--- src/rtl/add_accum.sv ---
// Block accumulator behind the adder stage: sums ACC_LEN accepted samples
// into a saturating BIT_ACC-wide total and hands it off on a valid/ready port.
module add_accum #(
    parameter int unsigned BIT_IN  = 28,
    parameter int unsigned BIT_ACC = 32,
    parameter int unsigned ACC_LEN = 16
) (
    input  logic               clk,
    input  logic               rst_n,
    input  logic               clear,
    input  logic               in_valid,
    output logic               in_ready,
    input  logic [BIT_IN-1:0]  in_data,
    output logic               out_valid,
    input  logic               out_ready,
    output logic [BIT_ACC-1:0] out_data,
    output logic               out_sat,
    output logic               busy
);

    localparam int unsigned CW = $clog2(ACC_LEN + 1);
    localparam int unsigned SW = BIT_ACC + 1;
    localparam logic [CW-1:0] LAST = CW'(ACC_LEN);

    typedef enum logic [1:0] {
        IDLE = 2'd0,
        ACC  = 2'd1,
        HOLD = 2'd2
    } state_t;

    state_t             state, state_nxt;
    logic [BIT_ACC-1:0] acc, acc_nxt, out_data_nxt;
    logic [CW-1:0]      count, count_nxt;
    logic               sat, sat_nxt;
    logic               out_valid_nxt, out_sat_nxt, in_ready_nxt, busy_nxt;
    logic [SW-1:0]      sum;
    logic               accept;

    // State and output registers
    always_ff @(posedge clk or negedge rst_n) begin
        if (!rst_n) begin
            state     <= IDLE;
            acc       <= '0;
            count     <= '0;
            sat       <= 1'b0;
            out_valid <= 1'b0;
            out_data  <= '0;
            out_sat   <= 1'b0;
            in_ready  <= 1'b1;
            busy      <= 1'b0;
        end else begin
            state     <= state_nxt;
            acc       <= acc_nxt;
            count     <= count_nxt;
            sat       <= sat_nxt;
            out_valid <= out_valid_nxt;
            out_data  <= out_data_nxt;
            out_sat   <= out_sat_nxt;
            in_ready  <= in_ready_nxt;
            busy      <= busy_nxt;
        end
    end

    // Next-state, accumulate/clamp and handshake logic
    always_comb begin
        state_nxt     = state;
        acc_nxt       = acc;
        count_nxt     = count;
        sat_nxt       = sat;
        out_valid_nxt = out_valid;
        out_data_nxt  = out_data;
        out_sat_nxt   = out_sat;

        // One extra bit: the carry out is exactly the "exceeds all-ones" test
        sum    = {1'b0, acc} + SW'(in_data);
        accept = in_valid && in_ready;

        if (clear) begin
            state_nxt     = IDLE;
            acc_nxt       = '0;
            count_nxt     = '0;
            sat_nxt       = 1'b0;
            out_valid_nxt = 1'b0;
            out_sat_nxt   = 1'b0;
        end else begin
            case (state)
                IDLE, ACC: begin
                    if (accept) begin
                        if (sum[BIT_ACC]) begin
                            acc_nxt = '1;
                            sat_nxt = 1'b1;
                        end else begin
                            acc_nxt = sum[BIT_ACC-1:0];
                        end
                        count_nxt = count + CW'(1);
                        if (count_nxt == LAST) begin
                            state_nxt     = HOLD;
                            out_valid_nxt = 1'b1;
                            out_data_nxt  = acc_nxt;
                            out_sat_nxt   = sat_nxt;
                        end else begin
                            state_nxt = ACC;
                        end
                    end
                end
                HOLD: begin
                    if (out_ready) begin
                        state_nxt     = IDLE;
                        acc_nxt       = '0;
                        count_nxt     = '0;
                        sat_nxt       = 1'b0;
                        out_valid_nxt = 1'b0;
                    end
                end
                default: state_nxt = IDLE;
            endcase
        end

        in_ready_nxt = (state_nxt != HOLD);
        busy_nxt     = (state_nxt == ACC);
    end

endmodule

--- config.mk ---
export PLATFORM = sky130hd
export DESIGN_NAME = add_accum
export DESIGN_NICKNAME = d
export VERILOG_FILES = /design/src/rtl/add_accum.sv
export SDC_FILE = /design/constraint.sdc
export NUM_CORES = 1
export LEC_CHECK = 0
export BUFFER_PORTS_ARGS = -buffer_cell sky130_fd_sc_hd__buf_2
export CAP_MARGIN = 10
export CORE_ASPECT_RATIO = 1.2
export CORE_MARGIN = 2
export CORE_UTILIZATION = 30
export CTS_BUF_LIST = sky130_fd_sc_hd__clkbuf_16
export CTS_CLUSTER_DIAMETER = 150
export CTS_CLUSTER_SIZE = 20
export DETAILED_ROUTE_END_ITERATION = 6
export PLACE_DENSITY = 0.46
export SYNTH_ARGS = -nofsm -noshare
export SYNTH_HDL_FRONTEND = slang
export SYNTH_SLANG_ARGS = --single-unit
--- constraint.sdc ---
create_clock -name clk -period 2.9 [get_ports clk]
set_input_delay 0.725 -clock clk [delete_from_list [all_inputs] [get_ports clk]]
set_output_delay 0.725 -clock clk [all_outputs]
set_load 0.005 [all_outputs]
Word level (Yosys, flattened, before mapping)
Cells that the tools add are included.
- eq/ne operators: 8
- reduce and logical (&&, ||, !) cells: 11
- multiplexer cells: 27
- bitwise operators: 1
- $add $sub $neg: 2
- operators with widths (cell ; number):
    32-bit 2-to-1 mux ; 4
    32-bit case mux with 2 select lines ; 1
    32-bit by 28-bit adder with 33-bit output ; 1
    5-bit 2-to-1 mux ; 3
    1-bit 2-to-1 mux ; 11
    5-bit case mux with 2 select lines ; 1
    3-bit != test (second input constant) ; 3
    2-bit 2-to-1 mux ; 4
    4-bit AND reduction ; 2
    3-bit AND reduction ; 2
    2-bit nonzero test ; 3
    5-bit by 1-bit adder with 5-bit output (second input constant) ; 1
    5-bit equality test (second input constant) ; 1
    2-bit by 1-bit equality test with 1-bit output (second input constant) ; 2
    1-bit case mux with 2 select lines ; 2
    2-bit case mux with 2 select lines ; 1
    3-bit nonzero test ; 1
    2-bit equality test (second input constant) ; 1
    2-bit zero test ; 1
    2-bit != test (second input constant) ; 1
    2-bit OR reduction ; 1
    1-bit logical AND ; 1
    1-bit inverter ; 1
- logic and storage cells: 58
- register bits: 76
- output and inout bits: 36

Logic depth before layout (Yosys ltp)
- depth in word-level cells: 7
- gate-level depth with buffers: 11
- mapped depth without buffers: 10

Worst setup path before layout
OpenSTA, ideal clock, no wires.
- kind: input -> register
- from: in in_data[0]
- to: reg acc[29]
- slack: -267 ps
- stages: 11
- path buffers: 1
- data arrival time: 3041 ps
- cell sequence: ha_1 fa_1 a211oi_1 o21a_1 a211oi_2 a21oi_1 a311o_1 a21o_1 buf_2 o21ai_0 a311o_1
- longest elaborated chain between the ends: 5
- RTL lines (what ; line ; RTL):
    start: declaration ; 13 ; input logic [BIT_IN-1:0] in_data,
    32-bit by 28-bit adder with 33-bit output ; 75 ; sum = {1'b0, acc} + SW'(in_data);
    32-bit 2-to-1 mux ; 89 ; if (sum[BIT_ACC]) begin
    32-bit 2-to-1 mux ; 88 ; if (accept) begin
    32-bit case mux with 2 select lines ; 86 ; case (state)
    32-bit 2-to-1 mux ; 78 ; if (clear) begin
    end signal: assignment ; 53 ; acc <= acc_nxt;
    end: declaration ; 32 ; logic [BIT_ACC-1:0] acc, acc_nxt, out_data_nxt;
No other way between the ends. The select of a mux whose other input is x is not followed.
A chain may end at the register's enable or synchronous reset.

Final worst setup path
- from: in in_data[0]
- to: reg acc[31]
The elaborated chain is that of the path after synthesis.

==> summary.txt <==
Detailed routing
  – First-pass detailed-route iteration total: 4
  – Antenna Violating Nets Remaining: 0
  – Vias: between 4000 and 5000
  – Post-Route WL: around 14000 µm
  – Initial DRC Count: approximately 150
  – Vias/cell: 5.00
  – DRC: 0
  – Wire per inst: 15.4 µm

CTS
  – CTS Hold Buffers Added: 0
  – CTS Buf Count: 9
  – Clock buffer depth: 2
  – CTS H-Tree Depth: 3
  – Clk_lat worst skew: ~0.35 ns
  – TritonCTS clock tree: done
  – Clock sinks: 76
  – Root buffer cell: clkbuf_16
  – Worst-path clk slew: 0.06 ns

Floorplan
  – Rows: 50
  – I/O pins: slightly below 70
  – Die H: between 100 and 150 µm
  – Initial core utilization: a little under a third
  – Core ar.: 15600 µm²
  – Die W: about 120 µm
  – Die ar.: around 17000 µm²

Synthesis
  – Syn Std Cell Area: around 4800 µm²
  – Post-synth net total: 616
  – Post-synth ARST share: 100%
  – Synth top area cells: dfrtp_1, ha_1, o21ai_0
  – Number of flops mapped to enable cells by yosys: 0
  – Area leader, netlist: dfrtp_1
  – Post-synth cell types: 60
  – Ys flop type: dfrtp_1
  – Post-synth top area share: around two fifths
  – Seq cells post-synth: 76
  – Avg Cell Area, Syn: 8.63 µm²
  – Post-synthesis sequential area ratio: roughly 40%
  – Synth warnings: 0
  – Cells after synthesis: about 550

STA
  – Final hold viol count: 0
  – Max Freq: 347 MHz
  – Fin crit share: about 99%
  – Final setup vio count: 0
  – RSZ-0062 raised after global routing: true
  – Worst clock skew: between 0.005 and 0.006 ns
  – Min Hold Slack: 0.318 ns
  – Max Slew Vio Count: 0
  – Relative slew slack: approximately three fifths
  – Setup tns final: 0 ns
  – Final min period: 2.88 ns
  – Actual slew at the worst max-slew pin: 0.579 ns
  – Setup ws final: 0.0160 ns

Pwr
  – Psw: ~1.2 mW
  – Design Power: about 3.5 mW
  – Peak supply drop: roughly 0.23 mV
  – Pleak: 3.01 nW
  – Cell Int Power: between 2 and 2.5 mW
  – Reg power frac: between 30% and 40%
  – Power per cell area: about 550 nW/µm²
  – Switch share: ~35%
  – Clock share of power: 29.0%
  – Combinational power share: 37.8%

Placed design
  – HPWL after detailed placement: around 11000 µm
  – Post-Place Cells: roughly 870
  – Count of buffers from port buffering: between 60 and 70
  – Final GP Congestion: roughly 0.86
  – Placed instance area: approximately 5900 µm²
  – Dpl ws: -0.431 ns

Layout
  – Area growth from synthesis to layout: 33.3%
  – Fin cells: 895
  – Nets: roughly 750
  – Post-route cell area: about 6400 µm²
  – Post-route core utilization: about two fifths
  – Diode count: 0
  – Ratio of cells with drive above 1 in the final layout: a little under a third

Critical path
  – R2R Setup Slk: around 0.06 ns
  – Startpoint types: input pin
  – Max incr delay on CP: ~0.4 ns
  – Top delay family on crit path: compound AO/OA/AOI/OAI gates
  – WS Path Type: input pin to flip-flop
  – Worst Setup End Kind: flip-flop
  – Worst path cell trace: buf_6 -> ha_4 -> fa_2 -> a211oi_2 -> buf_4 -> o21a_1 -> a211oi_2 -> a21oi_2 -> a311o_1 -> a21o_1 -> o21ai_1 -> a311o_1
  – Worst path slowest cell: fa_2
  – CP max FO: 4
  – Worst EP required: ~3.1 ns
  – Critical path arrival: between 3 and 4 ns
  – Critical path buffers and inverters: 2

Global routing
  – First-pass GRT wire length: between 20000 and 25000 µm
  – Largest net degree at the start of global routing: 47
  – Grt total ovfl: 0
  – Initial antenna violation count: 0
  – Vias in the first global route: between 4000 and 5000
  – GRT Util Overall: 16.9%

Flow run
  – Maxcap violations: 0

Min path
  – Worst hold path class: input pin to async pin

Outcome
  – Status: complete, no violations
## final timing paths
kind | start | endpoint | depth (start not counted)
setup / recovery | in_data[0] | acc[31] | 12
hold / removal | rst_n | out_data[7] | 1
setup reg to reg | acc[0] | acc[31] | 11
hold reg to reg | out_data[8] | out_data[8] | 2
max in group asynchronous | rst_n | in_ready | 2
min in group clk | out_data[8] | out_data[8] | 2
## power by group through the flow
stage | sequential, mW | combinational [mW] | clock (mW)
6_report | 1.17 | 1.33 | 1.02
5_1_grt | 1.18 | 1.48 | 1.11
3_5_place_dp | 1.19 | 1.18 | 0
2_1_floorplan | 1.18 | 0.724 | 0
3_3_place_gp | 1.19 | 1.19 | 0
4_1_cts | 1.17 | 1.20 | 1.06
## layout make-up
| type | instances | area, µm² |
|---|---|---|
| fillers | 1598 | 9220 |
| inverters | 5 | 18.8 |
| flip-flops and latches | 76 | 1900 |
| clock inverters | 7 | 36.3 |
| well taps | 208 | 260 |
| clock buffers | 9 | 225 |
| multi-input cells | 441 | 2900 |
| repair buffers | 149 | 1010 |
## flip-flops by register name (all words and copies together), names as in the netlist
| signal | count |
|---|---|
| acc | 32 |
| out_data | 32 |
| count | 5 |
| state | 2 |
| busy | 1 |
| in_ready | 1 |
| out_sat | 1 |
| out_valid | 1 |
| sat | 1 |
## repair_timing
action                                  CTS  global route
setup buffers                             0             4
pin swaps                                 3            18
endpoints found under the hold margin     0             0
gates resized for setup                   2           100
gates cloned                              0             1
endpoints found under the setup margin   44            61
## cell usage in the layout (no fill, tap or decap), drive strengths merged, types with 2 or more instances in the layout
cell,instances
or3,2
inv,7
nand2,83
o21bai,4
clkbuf,9
nor4,5
ha,29
o22a,2
a2111oi,3
xnor2,15
a211oi,6
o21a,9
a22o,3
o311ai,3
and2,3
o211ai,5
nor3,6
a31oi,5
o21ai,77
a21oi,44
buf,149
and3b,2
a311o,3
nand2b,6
nand4,6
clkinvlp,2
nand3,19
and3,5
xor2,9
a41oi,2
a21o,14
clkinv,3
nor2,51
dfrtp,75
o31a,2
or2,3
## synth_stat cells (3+ instances only)
master,number
xnor2_1,15
o21ai_1,6
dfrtp_1,75
a21o_1,14
ha_1,29
buf_2,7
o21a_1,9
nor4_1,5
and3_1,5
nand3_1,19
a211oi_1,5
xor2_1,9
o211ai_1,5
inv_1,5
nand4_1,5
buf_4,3
o21bai_1,4
nor3_1,6
a21oi_1,43
or2_2,3
o21ai_0,71
and2_1,3
nand2b_1,6
a31oi_1,5
nor2_1,51
a311o_1,3
a22o_1,3
nand2_1,83
clkbuf_1,16
## layer usage
layer  track usage [%]  up-vias  routed length (µm)
met5                 0        -                   0
met4              6.39        0                 256
met3              3.49       18                 450
met2              30.1       77                6960
met1              20.1     2126                6110
li1                  -     2252                   -
## kinds of logic (layout without fill, tap and decap cells)
kind of cell	count (synthesis)	in the layout	share of synthesized area [%]
DFF	76	76	39.9
adders and majority gates	30	30	8.03
buffers and inverters	36	170	3.62
muxes	1	1	0.210
and+or+nand+nor	196	196	18.4
xor gates and xnor gates	24	24	4.41
AOI/OAI and AO/OA	190	190	25.4
(Power assumes the default switching activity.)
